File: src/rtl/ccc_lock_reset_seq.sv
// ccc_lock_reset_seq: PLL power-up, lock qualification and staggered fabric
// reset release for one CCC/PLL instance, clocked by the free-running
// reference clock.
// Optional feature macro: LOCK_LOSS_COUNTER_EN adds LOCK_LOSS_CNT[15:0],
// a saturating count of lock losses seen while in RUN.
module ccc_lock_reset_seq #(
  parameter int NUM_OUT            = 3,
  parameter int PD_CYCLES          = 16,
  parameter int LOCK_TIMEOUT       = 4096,
  parameter int LOCK_STABLE_CYCLES = 256,
  parameter int STAGGER            = 8,
  parameter int RETRY_LIMIT        = 3
) (
  input  logic                               REF_CLK_0,
  input  logic                               RST_0,
  input  logic                               PLL_ENABLE_0,
  input  logic                               PLL_LOCK_0,
  output logic                               PLL_POWERDOWN_N_0,
  output logic [NUM_OUT-1:0]                 FABRIC_RESET_N,
  output logic                               READY,
  output logic                               FAULT,
  output logic [$clog2(RETRY_LIMIT+1)-1:0]   RETRY_CNT
`ifdef LOCK_LOSS_COUNTER_EN
  ,
  output logic [15:0]                        LOCK_LOSS_CNT
`endif
);

  // Release of the last reset bit happens this many cycles after bit 0.
  localparam int REL_LAST = (NUM_OUT - 1) * STAGGER;
  // One shared phase counter, wide enough for the longest phase.
  localparam int M1   = (PD_CYCLES > LOCK_TIMEOUT) ? PD_CYCLES : LOCK_TIMEOUT;
  localparam int M2   = (M1 > LOCK_STABLE_CYCLES) ? M1 : LOCK_STABLE_CYCLES;
  localparam int CMAX = (M2 > REL_LAST) ? M2 : REL_LAST;
  localparam int CW   = $clog2(CMAX + 1);
  localparam int RW   = $clog2(RETRY_LIMIT + 1);

  typedef enum logic [2:0] {
    S_PWRDN,
    S_WAIT_LOCK,
    S_STABLE,
    S_RELEASE,
    S_RUN,
    S_FAULT
  } state_t;

  state_t               state_q, state_d;
  logic [CW-1:0]        cnt_q, cnt_d;
  logic                 lock_meta_q, lock_s_q;
  logic                 pd_n_q, pd_n_d;
  logic [NUM_OUT-1:0]   rst_n_q, rst_n_d;
  logic                 ready_q, ready_d;
  logic                 fault_q, fault_d;
  logic [RW-1:0]        retry_q, retry_d;
  logic                 fail;
  logic                 go_pwrdn;

  // Lock synchroniser, state register and registered outputs.
  always_ff @(posedge REF_CLK_0) begin
    if (RST_0) begin
      state_q     <= S_PWRDN;
      cnt_q       <= '0;
      lock_meta_q <= 1'b0;
      lock_s_q    <= 1'b0;
      pd_n_q      <= 1'b0;
      rst_n_q     <= '0;
      ready_q     <= 1'b0;
      fault_q     <= 1'b0;
      retry_q     <= '0;
    end else begin
      state_q     <= state_d;
      cnt_q       <= cnt_d;
      lock_meta_q <= PLL_LOCK_0;
      lock_s_q    <= lock_meta_q;
      pd_n_q      <= pd_n_d;
      rst_n_q     <= rst_n_d;
      ready_q     <= ready_d;
      fault_q     <= fault_d;
      retry_q     <= retry_d;
    end
  end

  // Next-state, phase counter and next output values.
  always_comb begin
    state_d  = state_q;
    cnt_d    = cnt_q;
    rst_n_d  = rst_n_q;
    ready_d  = ready_q;
    fault_d  = fault_q;
    retry_d  = retry_q;
    fail     = 1'b0;
    go_pwrdn = 1'b0;

    unique case (state_q)
      S_PWRDN: begin
        rst_n_d = '0;
        ready_d = 1'b0;
        if (!PLL_ENABLE_0) begin
          cnt_d = '0;
        end else if (cnt_q == CW'(PD_CYCLES - 1)) begin
          state_d = S_WAIT_LOCK;
          cnt_d   = '0;
        end else begin
          cnt_d = cnt_q + CW'(1);
        end
      end

      S_WAIT_LOCK: begin
        if (!PLL_ENABLE_0) begin
          go_pwrdn = 1'b1;
        end else if (lock_s_q) begin
          // The sampling cycle itself is the first qualified cycle.
          if (LOCK_STABLE_CYCLES <= 1) begin
            state_d    = S_RELEASE;
            cnt_d      = '0;
            rst_n_d    = '0;
            rst_n_d[0] = 1'b1;
          end else begin
            state_d = S_STABLE;
            cnt_d   = CW'(1);
          end
        end else if (cnt_q == CW'(LOCK_TIMEOUT - 1)) begin
          fail = 1'b1;
        end else begin
          cnt_d = cnt_q + CW'(1);
        end
      end

      S_STABLE: begin
        if (!PLL_ENABLE_0) begin
          go_pwrdn = 1'b1;
        end else if (!lock_s_q) begin
          state_d = S_WAIT_LOCK;
          cnt_d   = '0;
        end else if (cnt_q == CW'(LOCK_STABLE_CYCLES - 1)) begin
          state_d    = S_RELEASE;
          cnt_d      = '0;
          rst_n_d    = '0;
          rst_n_d[0] = 1'b1;
        end else begin
          cnt_d = cnt_q + CW'(1);
        end
      end

      S_RELEASE: begin
        if (!PLL_ENABLE_0) begin
          go_pwrdn = 1'b1;
        end else if (!lock_s_q) begin
          fail = 1'b1;
        end else if (cnt_q == CW'(REL_LAST)) begin
          state_d = S_RUN;
          ready_d = 1'b1;
          retry_d = '0;
        end else begin
          cnt_d = cnt_q + CW'(1);
          for (int unsigned k = 0; k < NUM_OUT; k++) begin
            rst_n_d[k] = (32'(cnt_d) >= k * 32'(STAGGER));
          end
        end
      end

      S_RUN: begin
        if (!PLL_ENABLE_0) begin
          go_pwrdn = 1'b1;
        end else if (!lock_s_q) begin
          fail = 1'b1;
        end
      end

      S_FAULT: begin
        rst_n_d = '0;
        ready_d = 1'b0;
      end

      default: begin
        state_d = S_PWRDN;
        cnt_d   = '0;
      end
    endcase

    if (go_pwrdn) begin
      state_d = S_PWRDN;
      cnt_d   = '0;
      rst_n_d = '0;
      ready_d = 1'b0;
    end

    if (fail) begin
      cnt_d   = '0;
      rst_n_d = '0;
      ready_d = 1'b0;
      if (32'(retry_q) + 32'd1 < 32'(RETRY_LIMIT)) begin
        retry_d = retry_q + RW'(1);
        state_d = S_PWRDN;
      end else begin
        retry_d = RW'(RETRY_LIMIT);
        fault_d = 1'b1;
        state_d = S_FAULT;
      end
    end

    pd_n_d = (state_d == S_WAIT_LOCK) || (state_d == S_STABLE) ||
             (state_d == S_RELEASE)   || (state_d == S_RUN);
  end

  assign PLL_POWERDOWN_N_0 = pd_n_q;
  assign FABRIC_RESET_N    = rst_n_q;
  assign READY             = ready_q;
  assign FAULT             = fault_q;
  assign RETRY_CNT         = retry_q;

`ifdef LOCK_LOSS_COUNTER_EN
  logic [15:0] llc_q;

  // Saturating count of lock losses taken from RUN; only RST_0 clears it.
  always_ff @(posedge REF_CLK_0) begin
    if (RST_0) begin
      llc_q <= '0;
    end else if ((state_q == S_RUN) && PLL_ENABLE_0 && !lock_s_q &&
                 (llc_q != '1)) begin
      llc_q <= llc_q + 16'd1;
    end
  end

  assign LOCK_LOSS_CNT = llc_q;
`else
  // Without the counter, a lock loss in RUN only feeds the retry logic.
`endif

endmodule

File: config.mk
export PLATFORM = sky130hd
export DESIGN_NAME = ccc_lock_reset_seq
export DESIGN_NICKNAME = d
export VERILOG_FILES = /design/src/rtl/ccc_lock_reset_seq.sv
export SDC_FILE = /design/constraint.sdc
export NUM_CORES = 1
export LEC_CHECK = 0
export ABC_AREA = 0
export CORE_MARGIN = 2
export CORE_UTILIZATION = 45
export CTS_CLUSTER_DIAMETER = 80
export DETAILED_ROUTE_END_ITERATION = 10
export PLACE_DENSITY_LB_ADDON = 0.15
export SLEW_MARGIN = 10
export SYNTH_ARGS = -nofsm -noshare
export SYNTH_HDL_FRONTEND = slang
export SYNTH_SLANG_ARGS = --single-unit
File: constraint.sdc
create_clock -name REF_CLK_0 -period 3.1 [get_ports REF_CLK_0]
set_input_delay 0.31 -clock REF_CLK_0 [delete_from_list [all_inputs] [get_ports REF_CLK_0]]
set_output_delay 0.31 -clock REF_CLK_0 [all_outputs]
set_load 0.005 [all_outputs]
==> impl_metrics.ini <==
[job]
cap_violations = 0

[route]
drt-total-wl_um = 4450
drt-vias-per-instance = 6.53
via_count = 1750
drtIter0Drc = 150
wire_per_inst_um = 16.6
ant_nets = 0
dr.pass1.iters = 5
drc_errors = 0

[grt]
grt_overflow_total = 0
grt_pass1_vias = 1566
antenna_found_initial = 0
grt_usage = 0.218
grt_max_degree = 14
grt_pass1_wl_um = 7400

[setup_path]
cp_slowest_stage_delay_ns = 0.57
cp.buffers_inverters = 0
critPathKind = flip-flop to flip-flop
crit_family = simple AND/OR/NAND/NOR gates
crit_fanout = 13
r2r_start = state_q[2]
crit_chain = or4b_1 > or4_4 > o211ai_4 > or2_4 > nor3_1 > a221o_1
crit_start = state_q[2]
slowest_stage = or4b_1
worstSetupEndpointType = flip-flop
arrival_ns = 2.76
worst_setup_path_start_kind = flip-flop
worstPathRequired_ns = 3.26

[synth]
syn_avg_cell_area_um2 = 7.81
yosysTopAreaCell = dfxtp_1
synth_area_leaders = dfxtp_1, nand2_1, nand3_1
synth_warnings = 0
ys_ff_latch = 26
synth_edf_count = 0
yosysSeqAreaShare = 0.302
synth-async-reset-ratio = 0
synth_top_area_share = 0.302
synth-main-ff-cell = dfxtp_1
synth_cell_types = 61
syn_area_mm2 = 0.00173
syn_nets = 227
syn_inst = 221

[die]
die_y_um = 65.9
io_pins = 12
num_rows = 22
core_area_mm2 = 0.00366
fp.dieArea_mm2 = 0.00435
die_x_um = 65.9
initial_core_util = 0.471

[clock_tree]
cts_setup_buffers = 0
ctsHoldBuffers = 0
ctsResizeCount = 0
clk_pin_slew_worst_paths_ns = 0.09
cts_buffer_depth = 2
htreeDepth = 1
cts_buffers = 3
insertion_delay_ns = 0.27
root_buffer = clkbuf_8
cts_tree = done
clock_sinks = 26

[sta]
setup_tns_ns = 0
tightestPinTransition_ns = 0.732
maxSlewViolCount = 0
finalCriticalPeriod_ns = 2.60
timing.hold.ws_ns = 0.446
slew_headroom = 0.510
rsz0062_at_grt = no
hold_violations = 0
setup_viol = 0
fmax_mhz = 384
skew_ns = 0.00331
fin_crit_sh = 0.839

[finish]
nNetsFinal = 228
regArea_um2 = 520
multi_input_area_mm2 = 0.00109
diodes = 0
num-fill-cells = 358
drive_above_1_share = 0.0545
finalNonFillerCells = 268
areaGrowthSynthToFinish_pct = 8.05

[placed_design]
dp_cells = 265
dpl.hpwl_um = 3320
port_buffers = 11
gp_congestion = 0.931

[worst_hold_path]
min_path_type = flip-flop to flip-flop
worstHoldStart = lock_meta_q

[pwr]
power_density_mw_per_mm2 = 308
ir_drop_mv = 0.229
p_leak_uw = 0.000607

[run_status]
status = finished, final reports clean
[layout by cell type, fill, tap and decap left out, types with 3 or more instances in the layout]
| cell | netlist | final |
|---|---|---|
| nand3_1 | 16 | 16 |
| nand4_1 | 9 | 9 |
| a21oi_1 | 5 | 5 |
| o21ai_0 | 4 | 4 |
| nor2_1 | 16 | 16 |
| dfxtp_1 | 26 | 26 |
| clkdlybuf4s50_1 | 0 | 11 |
| o211ai_1 | 4 | 4 |
| o211a_1 | 3 | 3 |
| inv_1 | 9 | 9 |
| nand2_1 | 22 | 22 |
| a221o_1 | 4 | 4 |
| a32oi_1 | 4 | 4 |
| a21o_1 | 3 | 3 |
| nand2b_1 | 4 | 4 |
| nand3b_1 | 3 | 3 |
| a31oi_1 | 4 | 4 |
| nor2b_1 | 5 | 5 |
| clkbuf_8 | 0 | 3 |
| xnor2_1 | 3 | 3 |
| nor3_1 | 15 | 15 |
[logic make-up (layout without fill, tap and decap cells)]
group | after synthesis | count (layout) | share of synthesized area
simple gates | 106 | 106 | 0.323
compound gates | 57 | 57 | 0.269
flops | 26 | 26 | 0.302
buf+inv | 25 | 24 | 0.0660
xor+xnor | 5 | 5 | 0.0254
fa+ha+maj | 2 | 2 | 0.0145
[synthesized netlist by cell type (4+ instances only)]
cell and number:
nand3_1 16, o211ai_1 4, nor2b_1 5, dfxtp_1 26, a21oi_1 5, nand2b_1 4
a221o_1 4, nand4_1 9, clkbuf_1 11, nor3_1 15, o21ai_0 4, nor2_1 16
nand2_1 22, inv_1 9, a32oi_1 4, a31oi_1 4
[worst reg2reg max path: stages, from the launching register on]
cell	delay, ns
dfxtp_1	0.45
or4b_1	0.58
or4_4	0.47
o211ai_4	0.27
or2_4	0.27
nor3_1	0.13
a221o_1	0.32
[final timing paths]
check / to / slack, ns / cells after the start
hold / removal: lock_s_q / 0.45 / 1
hold reg to reg: lock_s_q / 0.45 / 1
setup reg to reg: cnt_q[9] / 0.50 / 6
setup / recovery: cnt_q[9] / 0.50 / 6
[stage by stage]
| step | utilization | worst slack (ns) | total power (uW) | instance area, um^2 |
|---|---|---|---|---|
| 2_1_floorplan | - | 0.789 | 380 | 1730 |
| 3_3_place_gp | 0.498 | 0.526 | 389 | 1820 |
| 3_5_place_dp | 0.498 | 0.440 | 390 | 1820 |
| 4_1_cts | 0.509 | 0.528 | 580 | 1860 |
| 5_1_grt | 0.509 | 0.398 | 598 | 1860 |
| 6_report | 0.509 | 0.498 | 575 | 1860 |
[registers in the layout, indices dropped and copies added (netlist names)]
signal and count:
lock_s_q 1, FAULT 1, READY 1, state_q 3
PLL_POWERDOWN_N_0 1, RETRY_CNT 2, lock_meta_q 1, cnt_q 13
FABRIC_RESET_N 3
[where the power goes]
part / internal [uW] / switching, uW / total [uW]
combinational: 15.7 / 25.5 / 41.2
clock: 87.0 / 105 / 192
sequential: 337 / 4.81 / 342
[cell type report]
cell class                 instances  area share
timing repair buffer              12      0.0631
multi-input combinational        170       0.585
clock buffer                       3      0.0221
tap                               48      0.0322
sequential                        26       0.279
inverter                           9      0.0181
[per-layer routing]
metal  global-route usage  up-vias  wire [um]
met5                    0        -          0
met4               0.0833        0        136
met1                0.317      808       2000
met3               0.0204       13        353
met2                0.330       99       1970
li1                     -      830          -
Note: power is estimated with default switching activity, not from simulation.
